==> src/rtl/adder_pkg.sv <==
// Shared definitions for the adder job sequencer: FSM state encoding,
// default register map of the remote adder and AXI response codes.
package adder_pkg;

  typedef enum logic [2:0] {
    ST_IDLE   = 3'd0,
    ST_WR_A   = 3'd1,
    ST_WR_B   = 3'd2,
    ST_RD_RES = 3'd3,
    ST_RD_OVF = 3'd4,
    ST_DONE   = 3'd5
  } state_e;

  localparam int DEF_ADDR_OPA = 0;
  localparam int DEF_ADDR_OPB = 4;
  localparam int DEF_ADDR_RES = 8;
  localparam int DEF_ADDR_OVF = 12;

  localparam logic [1:0] AXI_RESP_OKAY   = 2'b00;
  localparam logic [1:0] AXI_RESP_EXOKAY = 2'b01;
  localparam logic [1:0] AXI_RESP_SLVERR = 2'b10;
  localparam logic [1:0] AXI_RESP_DECERR = 2'b11;

  function automatic logic is_wr_state(input state_e s);
    return (s == ST_WR_A) || (s == ST_WR_B);
  endfunction

  function automatic logic is_rd_state(input state_e s);
    return (s == ST_RD_RES) || (s == ST_RD_OVF);
  endfunction

endpackage

==> src/rtl/adder_seq_if.sv <==
// AXI-Lite bus between the adder sequencer (master) and the adder register
// block (slave).
interface adder_seq_if #(
  parameter int DATA_WIDTH = 32,
  parameter int ADDR_WIDTH = 8
);
  logic [ADDR_WIDTH-1:0]   awaddr;
  logic                    awvalid;
  logic                    awready;
  logic [DATA_WIDTH-1:0]   wdata;
  logic [DATA_WIDTH/8-1:0] wstrb;
  logic                    wvalid;
  logic                    wready;
  logic [1:0]              bresp;
  logic                    bvalid;
  logic                    bready;
  logic [ADDR_WIDTH-1:0]   araddr;
  logic                    arvalid;
  logic                    arready;
  logic [DATA_WIDTH-1:0]   rdata;
  logic [1:0]              rresp;
  logic                    rvalid;
  logic                    rready;

  modport master (
    output awaddr, awvalid, wdata, wstrb, wvalid, bready, araddr, arvalid, rready,
    input  awready, wready, bresp, bvalid, arready, rdata, rresp, rvalid
  );

  modport slave (
    input  awaddr, awvalid, wdata, wstrb, wvalid, bready, araddr, arvalid, rready,
    output awready, wready, bresp, bvalid, arready, rdata, rresp, rvalid
  );
endinterface

==> src/rtl/adder_seq_wd.sv <==
// Per-state watchdog: counts cycles spent in the current non-idle state and
// flags expiry on the last allowed cycle so the sequencer can abort.
module adder_seq_wd #(
  parameter int LIMIT = 255
) (
  input  logic clk,
  input  logic rst_n,
  input  logic active,
  input  logic restart,
  output logic expired
);
  localparam int CW = $clog2(LIMIT + 1);

  logic [CW-1:0] cnt_r;

  // cycles spent in the current state, restarted on every state entry
  always_ff @(posedge clk or negedge rst_n) begin
    if (!rst_n) begin
      cnt_r <= '0;
    end else if (!active || restart) begin
      cnt_r <= '0;
    end else if (!expired) begin
      cnt_r <= cnt_r + CW'(1);
    end else begin
      cnt_r <= cnt_r;
    end
  end

  assign expired = active && (cnt_r == CW'(LIMIT - 1));
endmodule

==> src/rtl/adder_seq.sv <==
// Adder job sequencer: writes two operands to a remote adder over AXI-Lite,
// reads back sum and carry, and reports them with a one-cycle done pulse.
// Optional feature: define ADDER_SEQ_TIMEOUT_EN to abort a job whose current
// state lasts TIMEOUT_CYCLES cycles (timeout pulse, no done).
module adder_seq
  import adder_pkg::*;
#(
  parameter int DATA_WIDTH     = 32,
  parameter int ADDR_WIDTH     = 8,
  parameter int ADDR_OPA       = DEF_ADDR_OPA,
  parameter int ADDR_OPB       = DEF_ADDR_OPB,
  parameter int ADDR_RES       = DEF_ADDR_RES,
  parameter int ADDR_OVF       = DEF_ADDR_OVF,
  parameter int TIMEOUT_CYCLES = 255
) (
  input  logic                  m1_axi_aclk,
  input  logic                  m1_axi_aresetn,
  input  logic                  start,
  input  logic [DATA_WIDTH-1:0] op_a,
  input  logic [DATA_WIDTH-1:0] op_b,
  output logic                  busy,
  output logic                  done,
  output logic [DATA_WIDTH-1:0] result,
  output logic                  overflow,
  output logic [1:0]            last_resp,
  output logic                  timeout,
  adder_seq_if.master           m1_axi
);
  localparam int STRB_W = DATA_WIDTH / 8;
  localparam logic [ADDR_WIDTH-1:0] A_OPA = ADDR_WIDTH'(ADDR_OPA);
  localparam logic [ADDR_WIDTH-1:0] A_OPB = ADDR_WIDTH'(ADDR_OPB);
  localparam logic [ADDR_WIDTH-1:0] A_RES = ADDR_WIDTH'(ADDR_RES);
  localparam logic [ADDR_WIDTH-1:0] A_OVF = ADDR_WIDTH'(ADDR_OVF);

  logic rst_meta_r, rst_sync_r, rst_n_s;
  state_e state_r, state_nxt_s;
  logic state_entry_s, timeout_hit_s;
  logic wr_fin_s, rd_fin_s;

  logic                  awvalid_r, wvalid_r, bready_r, arvalid_r, rready_r;
  logic [ADDR_WIDTH-1:0] awaddr_r, araddr_r;
  logic [DATA_WIDTH-1:0] wdata_r, op_b_r, res_buf_r, result_r;
  logic [STRB_W-1:0]     wstrb_r;
  logic                  busy_r, done_r, timeout_r, overflow_r;
  logic [1:0]            last_resp_r;

  logic                  awvalid_nxt_s, wvalid_nxt_s, bready_nxt_s, arvalid_nxt_s, rready_nxt_s;
  logic [ADDR_WIDTH-1:0] awaddr_nxt_s, araddr_nxt_s;
  logic [DATA_WIDTH-1:0] wdata_nxt_s, op_b_nxt_s, res_buf_nxt_s, result_nxt_s;
  logic [STRB_W-1:0]     wstrb_nxt_s;
  logic                  busy_nxt_s, done_nxt_s, timeout_nxt_s, overflow_nxt_s;
  logic [1:0]            last_resp_nxt_s;

  // reset asserts asynchronously but is released on the clock
  always_ff @(posedge m1_axi_aclk or negedge m1_axi_aresetn) begin
    if (!m1_axi_aresetn) begin
      rst_meta_r <= 1'b0;
      rst_sync_r <= 1'b0;
    end else begin
      rst_meta_r <= 1'b1;
      rst_sync_r <= rst_meta_r;
    end
  end
  assign rst_n_s = rst_sync_r;

  // a channel counts as complete once its valid has dropped or is accepted now
  assign wr_fin_s = (!awvalid_r || m1_axi.awready) && (!wvalid_r || m1_axi.wready) && m1_axi.bvalid;
  assign rd_fin_s = (!arvalid_r || m1_axi.arready) && m1_axi.rvalid;
  assign state_entry_s = (state_nxt_s != state_r);

`ifdef ADDER_SEQ_TIMEOUT_EN
  adder_seq_wd #(.LIMIT(TIMEOUT_CYCLES)) u_wd (
    .clk     (m1_axi_aclk),
    .rst_n   (rst_n_s),
    .active  (state_r != ST_IDLE),
    .restart (state_entry_s),
    .expired (timeout_hit_s)
  );
`else
  assign timeout_hit_s = 1'b0;
`endif

  // state register
  always_ff @(posedge m1_axi_aclk or negedge rst_n_s) begin
    if (!rst_n_s) begin
      state_r <= ST_IDLE;
    end else begin
      state_r <= state_nxt_s;
    end
  end

  // job sequencing; a watchdog abort overrides every state
  always_comb begin
    state_nxt_s = state_r;
    if (timeout_hit_s) begin
      state_nxt_s = ST_IDLE;
    end else begin
      case (state_r)
        ST_IDLE:   state_nxt_s = start    ? ST_WR_A   : ST_IDLE;
        ST_WR_A:   state_nxt_s = wr_fin_s ? ST_WR_B   : ST_WR_A;
        ST_WR_B:   state_nxt_s = wr_fin_s ? ST_RD_RES : ST_WR_B;
        ST_RD_RES: state_nxt_s = rd_fin_s ? ST_RD_OVF : ST_RD_RES;
        ST_RD_OVF: state_nxt_s = rd_fin_s ? ST_DONE   : ST_RD_OVF;
        ST_DONE:   state_nxt_s = ST_IDLE;
        default:   state_nxt_s = ST_IDLE;
      endcase
    end
  end

  // next values of all registered outputs
  always_comb begin
    awaddr_nxt_s  = awaddr_r;
    wdata_nxt_s   = wdata_r;
    wstrb_nxt_s   = wstrb_r;
    araddr_nxt_s  = araddr_r;
    awvalid_nxt_s = (timeout_hit_s || (awvalid_r && m1_axi.awready)) ? 1'b0 : awvalid_r;
    wvalid_nxt_s  = (timeout_hit_s || (wvalid_r && m1_axi.wready))   ? 1'b0 : wvalid_r;
    arvalid_nxt_s = (timeout_hit_s || (arvalid_r && m1_axi.arready)) ? 1'b0 : arvalid_r;
    // WR_A is only entered from IDLE, so op_a is taken straight from the port
    case (state_entry_s ? state_nxt_s : ST_IDLE)
      ST_WR_A: begin
        awvalid_nxt_s = 1'b1;
        wvalid_nxt_s  = 1'b1;
        awaddr_nxt_s  = A_OPA;
        wdata_nxt_s   = op_a;
        wstrb_nxt_s   = {STRB_W{1'b1}};
      end
      ST_WR_B: begin
        awvalid_nxt_s = 1'b1;
        wvalid_nxt_s  = 1'b1;
        awaddr_nxt_s  = A_OPB;
        wdata_nxt_s   = op_b_r;
        wstrb_nxt_s   = {STRB_W{1'b1}};
      end
      ST_RD_RES: begin
        arvalid_nxt_s = 1'b1;
        araddr_nxt_s  = A_RES;
      end
      ST_RD_OVF: begin
        arvalid_nxt_s = 1'b1;
        araddr_nxt_s  = A_OVF;
      end
      default: begin
        awaddr_nxt_s = awaddr_r;
      end
    endcase
    bready_nxt_s  = is_wr_state(state_nxt_s);
    rready_nxt_s  = is_rd_state(state_nxt_s);
    busy_nxt_s    = (state_nxt_s != ST_IDLE);
    done_nxt_s    = (state_nxt_s == ST_DONE);
    timeout_nxt_s = timeout_hit_s;
    op_b_nxt_s    = (state_r == ST_IDLE && start) ? op_b : op_b_r;
    res_buf_nxt_s = (state_r == ST_RD_RES && m1_axi.rvalid) ? m1_axi.rdata : res_buf_r;
    if (state_r == ST_IDLE && start) begin
      last_resp_nxt_s = 2'b00;
    end else if (is_wr_state(state_r) && m1_axi.bvalid) begin
      last_resp_nxt_s = last_resp_r | m1_axi.bresp;
    end else if (is_rd_state(state_r) && m1_axi.rvalid) begin
      last_resp_nxt_s = last_resp_r | m1_axi.rresp;
    end else begin
      last_resp_nxt_s = last_resp_r;
    end
    // published results change only when a job completes
    if (state_r == ST_RD_OVF && state_nxt_s == ST_DONE) begin
      result_nxt_s   = res_buf_r;
      overflow_nxt_s = m1_axi.rdata[0];
    end else begin
      result_nxt_s   = result_r;
      overflow_nxt_s = overflow_r;
    end
  end

  // output and datapath registers
  always_ff @(posedge m1_axi_aclk or negedge rst_n_s) begin
    if (!rst_n_s) begin
      awvalid_r   <= 1'b0;
      wvalid_r    <= 1'b0;
      bready_r    <= 1'b0;
      arvalid_r   <= 1'b0;
      rready_r    <= 1'b0;
      awaddr_r    <= '0;
      araddr_r    <= '0;
      wdata_r     <= '0;
      wstrb_r     <= '0;
      op_b_r      <= '0;
      res_buf_r   <= '0;
      result_r    <= '0;
      overflow_r  <= 1'b0;
      busy_r      <= 1'b0;
      done_r      <= 1'b0;
      timeout_r   <= 1'b0;
      last_resp_r <= 2'b00;
    end else begin
      awvalid_r   <= awvalid_nxt_s;
      wvalid_r    <= wvalid_nxt_s;
      bready_r    <= bready_nxt_s;
      arvalid_r   <= arvalid_nxt_s;
      rready_r    <= rready_nxt_s;
      awaddr_r    <= awaddr_nxt_s;
      araddr_r    <= araddr_nxt_s;
      wdata_r     <= wdata_nxt_s;
      wstrb_r     <= wstrb_nxt_s;
      op_b_r      <= op_b_nxt_s;
      res_buf_r   <= res_buf_nxt_s;
      result_r    <= result_nxt_s;
      overflow_r  <= overflow_nxt_s;
      busy_r      <= busy_nxt_s;
      done_r      <= done_nxt_s;
      timeout_r   <= timeout_nxt_s;
      last_resp_r <= last_resp_nxt_s;
    end
  end

  assign m1_axi.awvalid = awvalid_r;
  assign m1_axi.awaddr  = awaddr_r;
  assign m1_axi.wvalid  = wvalid_r;
  assign m1_axi.wdata   = wdata_r;
  assign m1_axi.wstrb   = wstrb_r;
  assign m1_axi.bready  = bready_r;
  assign m1_axi.arvalid = arvalid_r;
  assign m1_axi.araddr  = araddr_r;
  assign m1_axi.rready  = rready_r;
  assign busy      = busy_r;
  assign done      = done_r;
  assign timeout   = timeout_r;
  assign result    = result_r;
  assign overflow  = overflow_r;
  assign last_resp = last_resp_r;
endmodule

==> src/flat_wrapper.sv <==
// flat-port wrapper written by rule: the top's interface ports become plain ports
module adder_seq_flat import adder_pkg::*;
#(
  parameter int DATA_WIDTH     = 32,
  parameter int ADDR_WIDTH     = 8,
  parameter int ADDR_OPA       = DEF_ADDR_OPA,
  parameter int ADDR_OPB       = DEF_ADDR_OPB,
  parameter int ADDR_RES       = DEF_ADDR_RES,
  parameter int ADDR_OVF       = DEF_ADDR_OVF,
  parameter int TIMEOUT_CYCLES = 255
)
  (m1_axi_aclk, m1_axi_aresetn, start, op_a, op_b, busy, done, result, overflow, last_resp, timeout, m1_axi_awaddr, m1_axi_awvalid, m1_axi_wdata, m1_axi_wstrb, m1_axi_wvalid, m1_axi_bready, m1_axi_araddr, m1_axi_arvalid, m1_axi_rready, m1_axi_awready, m1_axi_wready, m1_axi_bresp, m1_axi_bvalid, m1_axi_arready, m1_axi_rdata, m1_axi_rresp, m1_axi_rvalid);
  adder_seq_if #(.DATA_WIDTH(DATA_WIDTH), .ADDR_WIDTH(ADDR_WIDTH)) m1_axi_i ();
  input  logic m1_axi_aclk;
  input  logic m1_axi_aresetn;
  input  logic start;
  input  logic [DATA_WIDTH-1:0] op_a;
  input  logic [DATA_WIDTH-1:0] op_b;
  output logic busy;
  output logic done;
  output logic [DATA_WIDTH-1:0] result;
  output logic overflow;
  output logic [1:0] last_resp;
  output logic timeout;
  output wire logic [$bits(m1_axi_i.awaddr)-1:0] m1_axi_awaddr;
  output wire logic [$bits(m1_axi_i.awvalid)-1:0] m1_axi_awvalid;
  output wire logic [$bits(m1_axi_i.wdata)-1:0] m1_axi_wdata;
  output wire logic [$bits(m1_axi_i.wstrb)-1:0] m1_axi_wstrb;
  output wire logic [$bits(m1_axi_i.wvalid)-1:0] m1_axi_wvalid;
  output wire logic [$bits(m1_axi_i.bready)-1:0] m1_axi_bready;
  output wire logic [$bits(m1_axi_i.araddr)-1:0] m1_axi_araddr;
  output wire logic [$bits(m1_axi_i.arvalid)-1:0] m1_axi_arvalid;
  output wire logic [$bits(m1_axi_i.rready)-1:0] m1_axi_rready;
  input wire logic [$bits(m1_axi_i.awready)-1:0] m1_axi_awready;
  input wire logic [$bits(m1_axi_i.wready)-1:0] m1_axi_wready;
  input wire logic [$bits(m1_axi_i.bresp)-1:0] m1_axi_bresp;
  input wire logic [$bits(m1_axi_i.bvalid)-1:0] m1_axi_bvalid;
  input wire logic [$bits(m1_axi_i.arready)-1:0] m1_axi_arready;
  input wire logic [$bits(m1_axi_i.rdata)-1:0] m1_axi_rdata;
  input wire logic [$bits(m1_axi_i.rresp)-1:0] m1_axi_rresp;
  input wire logic [$bits(m1_axi_i.rvalid)-1:0] m1_axi_rvalid;
  assign m1_axi_awaddr = m1_axi_i.awaddr;
  assign m1_axi_awvalid = m1_axi_i.awvalid;
  assign m1_axi_wdata = m1_axi_i.wdata;
  assign m1_axi_wstrb = m1_axi_i.wstrb;
  assign m1_axi_wvalid = m1_axi_i.wvalid;
  assign m1_axi_bready = m1_axi_i.bready;
  assign m1_axi_araddr = m1_axi_i.araddr;
  assign m1_axi_arvalid = m1_axi_i.arvalid;
  assign m1_axi_rready = m1_axi_i.rready;
  assign m1_axi_i.awready = m1_axi_awready;
  assign m1_axi_i.wready = m1_axi_wready;
  assign m1_axi_i.bresp = m1_axi_bresp;
  assign m1_axi_i.bvalid = m1_axi_bvalid;
  assign m1_axi_i.arready = m1_axi_arready;
  assign m1_axi_i.rdata = m1_axi_rdata;
  assign m1_axi_i.rresp = m1_axi_rresp;
  assign m1_axi_i.rvalid = m1_axi_rvalid;
  adder_seq #(.DATA_WIDTH(DATA_WIDTH), .ADDR_WIDTH(ADDR_WIDTH), .ADDR_OPA(ADDR_OPA), .ADDR_OPB(ADDR_OPB), .ADDR_RES(ADDR_RES), .ADDR_OVF(ADDR_OVF), .TIMEOUT_CYCLES(TIMEOUT_CYCLES)) u_core (.m1_axi_aclk(m1_axi_aclk), .m1_axi_aresetn(m1_axi_aresetn), .start(start), .op_a(op_a), .op_b(op_b), .busy(busy), .done(done), .result(result), .overflow(overflow), .last_resp(last_resp), .timeout(timeout), .m1_axi(m1_axi_i));
endmodule
==> config.mk <==
export PLATFORM = sky130hd
export DESIGN_NAME = adder_seq_flat
export DESIGN_NICKNAME = d
export VERILOG_FILES = /design/src/rtl/adder_pkg.sv /design/src/rtl/adder_seq_if.sv /design/src/rtl/adder_seq_wd.sv /design/src/rtl/adder_seq.sv /design/src/flat_wrapper.sv
export SDC_FILE = /design/constraint.sdc
export NUM_CORES = 1
export LEC_CHECK = 0
export CORE_MARGIN = 8
export CORE_UTILIZATION = 45
export DETAILED_ROUTE_END_ITERATION = 8
export PLACE_DENSITY_LB_ADDON = 0.2
export SLEW_MARGIN = 20
export SYNTH_ARGS = -nofsm -noshare
export SYNTH_HDL_FRONTEND = slang
export SYNTH_SLANG_ARGS = --single-unit
==> constraint.sdc <==
create_clock -name m1_axi_aclk -period 10.1 [get_ports m1_axi_aclk]
set_input_delay 1.01 -clock m1_axi_aclk [delete_from_list [all_inputs] [get_ports m1_axi_aclk]]
set_output_delay 1.01 -clock m1_axi_aclk [all_outputs]
set_load 0.01 [all_outputs]
==> results.yml <==
floorplanning:
  start_util_pct: 45.6
  rows: 42
  coreArea_um2: 13100
  die_h_um: 131
  boundaryPins: 203
  die-area_um2: 17300
  fp.dieW_um: 131
synth:
  synth_simple_gate_area_share_pct: 12.1
  synth_top_family_by_area: "multiplexers"
  synth_ff_type: "dfrtp_1"
  synth_xor_area_share_pct: 0.146
  syn_area_per_cell_um2: 11.8
  ys_warn_count: 0
  seq_area_frac_synth_pct: 61.4
  muxShareOfSynthArea_pct: 17.6
  synth_fa_ha_area_share_pct: 0
  synth-compound-area-share_pct: 3.88
  syn_inst: 506
  ys_seq_elements: 147
  async_flop_share_pct: 100
  syn-cell-area_um2: 5990
  synth_edf_count: 0
  synth.distinct_cells: 31
setup_path:
  crit_chain: "clkdlybuf4s50_1, nand2b_1, nand3_2, mux2_2"
  cp_num_buf_inv: 1
  path_class: "in -> reg"
  cp.arrival_ns: 2.97
  cp_top_family: "simple AND/OR/NAND/NOR gates"
  worstSetupEndpointType: "flop"
  cp.required_ns: 10.39
  start_kind: "primary input"
  cp_max_fo: 35
  slowest_delay_ns: 0.74
  cp_slowest_cell: "nand3_2"
placed_design:
  place_hpwl_um: 10100
  gp_congestion: 0.795
  dp_cells: 843
  io_buffers: 188
power:
  clkPwrFrac_pct: 24.3
  seqPwrFrac_pct: 40.1
  pwr_density_cell_nw_per_um2: 299
  comb_power_share_pct: 35.6
  p_leak_nw: 4.04
  power.total_mw: 2.54
  cellInternalPower_mw: 1.76
  worst_ir_drop_vdd_mv: 0.157
  switching_share_pct: 30.6
  switchingPower_mw: 0.776
cts:
  cts.path.max_buffers: 2
  cts_hold_buf: 0
  cts_resized: 0
  cts_max_level: 4
  cts_sinks: 147
  clk_pin_slew_ns: 0.06
  cts_setup_buffers: 0
  clockRootBuffer: "clkbuf_16"
  cts_tree: "built"
  clock_latency_ns: 0.42
  cts_buffers: 17
layout:
  fin_nets: 794
  stdcell_count: 875
  final_common_cell: "clkdlybuf4s50_1"
  mostFrequentLayoutCells: "188 x clkdlybuf4s50_1, 146 x dfrtp_1, 104 x nand2_1, 65 x mux2_2, 38 x a21oi_1"
  fill_cells: 1044
  diodes: 0
  drive_gt1_share_pct: 15.6
  areaGrowthSynthToFinish_pct: 41.8
hold_path:
  hp-class: "reg -> reg"
timing:
  max_slew_margin_pct: 37.8
  tightest_slew_ns: 0.933
  setup_viol: 0
  rsz0062_at_grt: "false"
  fin_crit_sh_pct: 26.6
  setup_tns_ns: 0
  fmax_mhz: 373
  slew_violations: 0
  finClkSkew_ns: 0.00775
  hold_viol_final: 0
  timing.final.crit_period_ns: 2.68
global_route:
  antenna_found_initial: 0
  grt-ovfl-total: 0
  grt_pass1_wl_um: 24200
  track_usage_pct: 17.4
  grt_pass1_vias: 4536
  grt_max_degree: 83
routing:
  wl_per_cell_um: 16.5
  via_per_inst: 4.85
  wl_um: 14500
  first_pass_iters: 7
  ant_nets: 0
  drc: 0
  num_vias: 4242
  drt_iter0_drc: 285
flow_run:
  max_cap_viol_count: 0
status:
  status: "finished clean"
cells in the mapped netlist, drive strengths merged (3+ instances only):
cell      n  area (um2)
buf      38         255
nor2     32         120
mux2i    32         320
nand3    11        60.1
a21oi    38         190
nand2   105         394
dfrtp   147        3680
nand2b    5        31.3
mux2     65         732
clkbuf    7        26.3
nor3b     3        32.5
per-layer routing:
metal | GRT usage, % | up-vias | wire, um
met5 | 0 | - | 0
met4 | 7.40 | 0 | 212
met3 | 8.38 | 17 | 1490
met2 | 26.0 | 154 | 6690
met1 | 21.0 | 2059 | 6070
li1 | - | 2012 | -
kinds of logic after synthesis:
logic type	count (synthesis)
simple gates	168
flops	147
mux	97
buf+inv	47
compound gates	44
other cells	2
xor+xnor	1
registers in the layout, indices dropped and copies added, names as in the netlist:
| signal | cells |
|---|---|
| u_core.m1_axi.wdata | 32 |
| u_core.op_b_r | 32 |
| u_core.res_buf_r | 32 |
| u_core.result | 32 |
| u_core.state_r | 3 |
| u_core.last_resp | 2 |
| u_core.m1_axi.araddr | 2 |
| u_core.busy | 1 |
| u_core.done | 1 |
| u_core.m1_axi.arvalid | 1 |
| u_core.m1_axi.awaddr | 1 |
| u_core.m1_axi.awvalid | 1 |
| u_core.m1_axi.bready | 1 |
| u_core.m1_axi.rready | 1 |
| u_core.m1_axi.wstrb | 1 |
| u_core.m1_axi.wvalid | 1 |
| u_core.overflow | 1 |
| u_core.rst_meta_r | 1 |
| u_core.rst_n_s | 1 |
power by group through the flow:
stage / logic (mW) / registers, mW / clock network [mW]
6_report: 0.903 / 1.02 / 0.617
5_1_grt: 0.995 / 1.06 / 0.654
4_1_cts: 0.920 / 1.02 / 0.632
3_5_place_dp: 0.915 / 1.03 / 0
3_3_place_gp: 0.893 / 1.01 / 0
2_1_floorplan: 0.452 / 1.06 / 0
stage by stage:
step	util, %	setup WS, ns	instance area (um2)	hold slack (ns)
2_1_floorplan	-	5.70	6040	0.331
3_3_place_gp	60.2	6.99	7910	0.338
3_5_place_dp	60.2	6.96	7910	0.346
4_1_cts	64.7	7.41	8500	0.360
5_1_grt	64.7	7.24	8500	0.362
6_report	64.7	7.42	8500	0.358
cell type report:
| type | count | area [um2] | area share, % |
|---|---|---|---|
| Timing Repair Buffer | 193 | 1920 | 22.6 |
| Inverter | 2 | 7.51 | 0.0883 |
| Clock buffer | 22 | 484 | 5.70 |
| Multi-Input combinational cell | 325 | 2080 | 24.4 |
| Sequential cell | 147 | 3680 | 43.3 |
| Tap cell | 176 | 220 | 2.59 |
| Clock inverter | 10 | 105 | 1.24 |
path summary, 6_finish.rpt:
check	from	end	slack, ns	depth (start not counted)
max	m1_axi_arready	u_core.result[29]$_DFFE_PN0P_	7.42	4
min reg2reg	u_core.rst_meta_r$_DFF_PN0_	u_core.rst_n_s$_DFF_PN0_	0.36	0
min in group asynchronous	u_core.rst_n_s$_DFF_PN0_	u_core.res_buf_r[7]$_DFFE_PN0P_	0.42	0
max reg2reg	u_core.state_r[2]$_DFF_PN0_	u_core.result[29]$_DFFE_PN0P_	7.78	3
max in group asynchronous	u_core.rst_n_s$_DFF_PN0_	u_core.result[17]$_DFFE_PN0P_	8.40	1
min	u_core.rst_meta_r$_DFF_PN0_	u_core.rst_n_s$_DFF_PN0_	0.36	0
No activity file was read; power rests on OpenSTA's default activity.
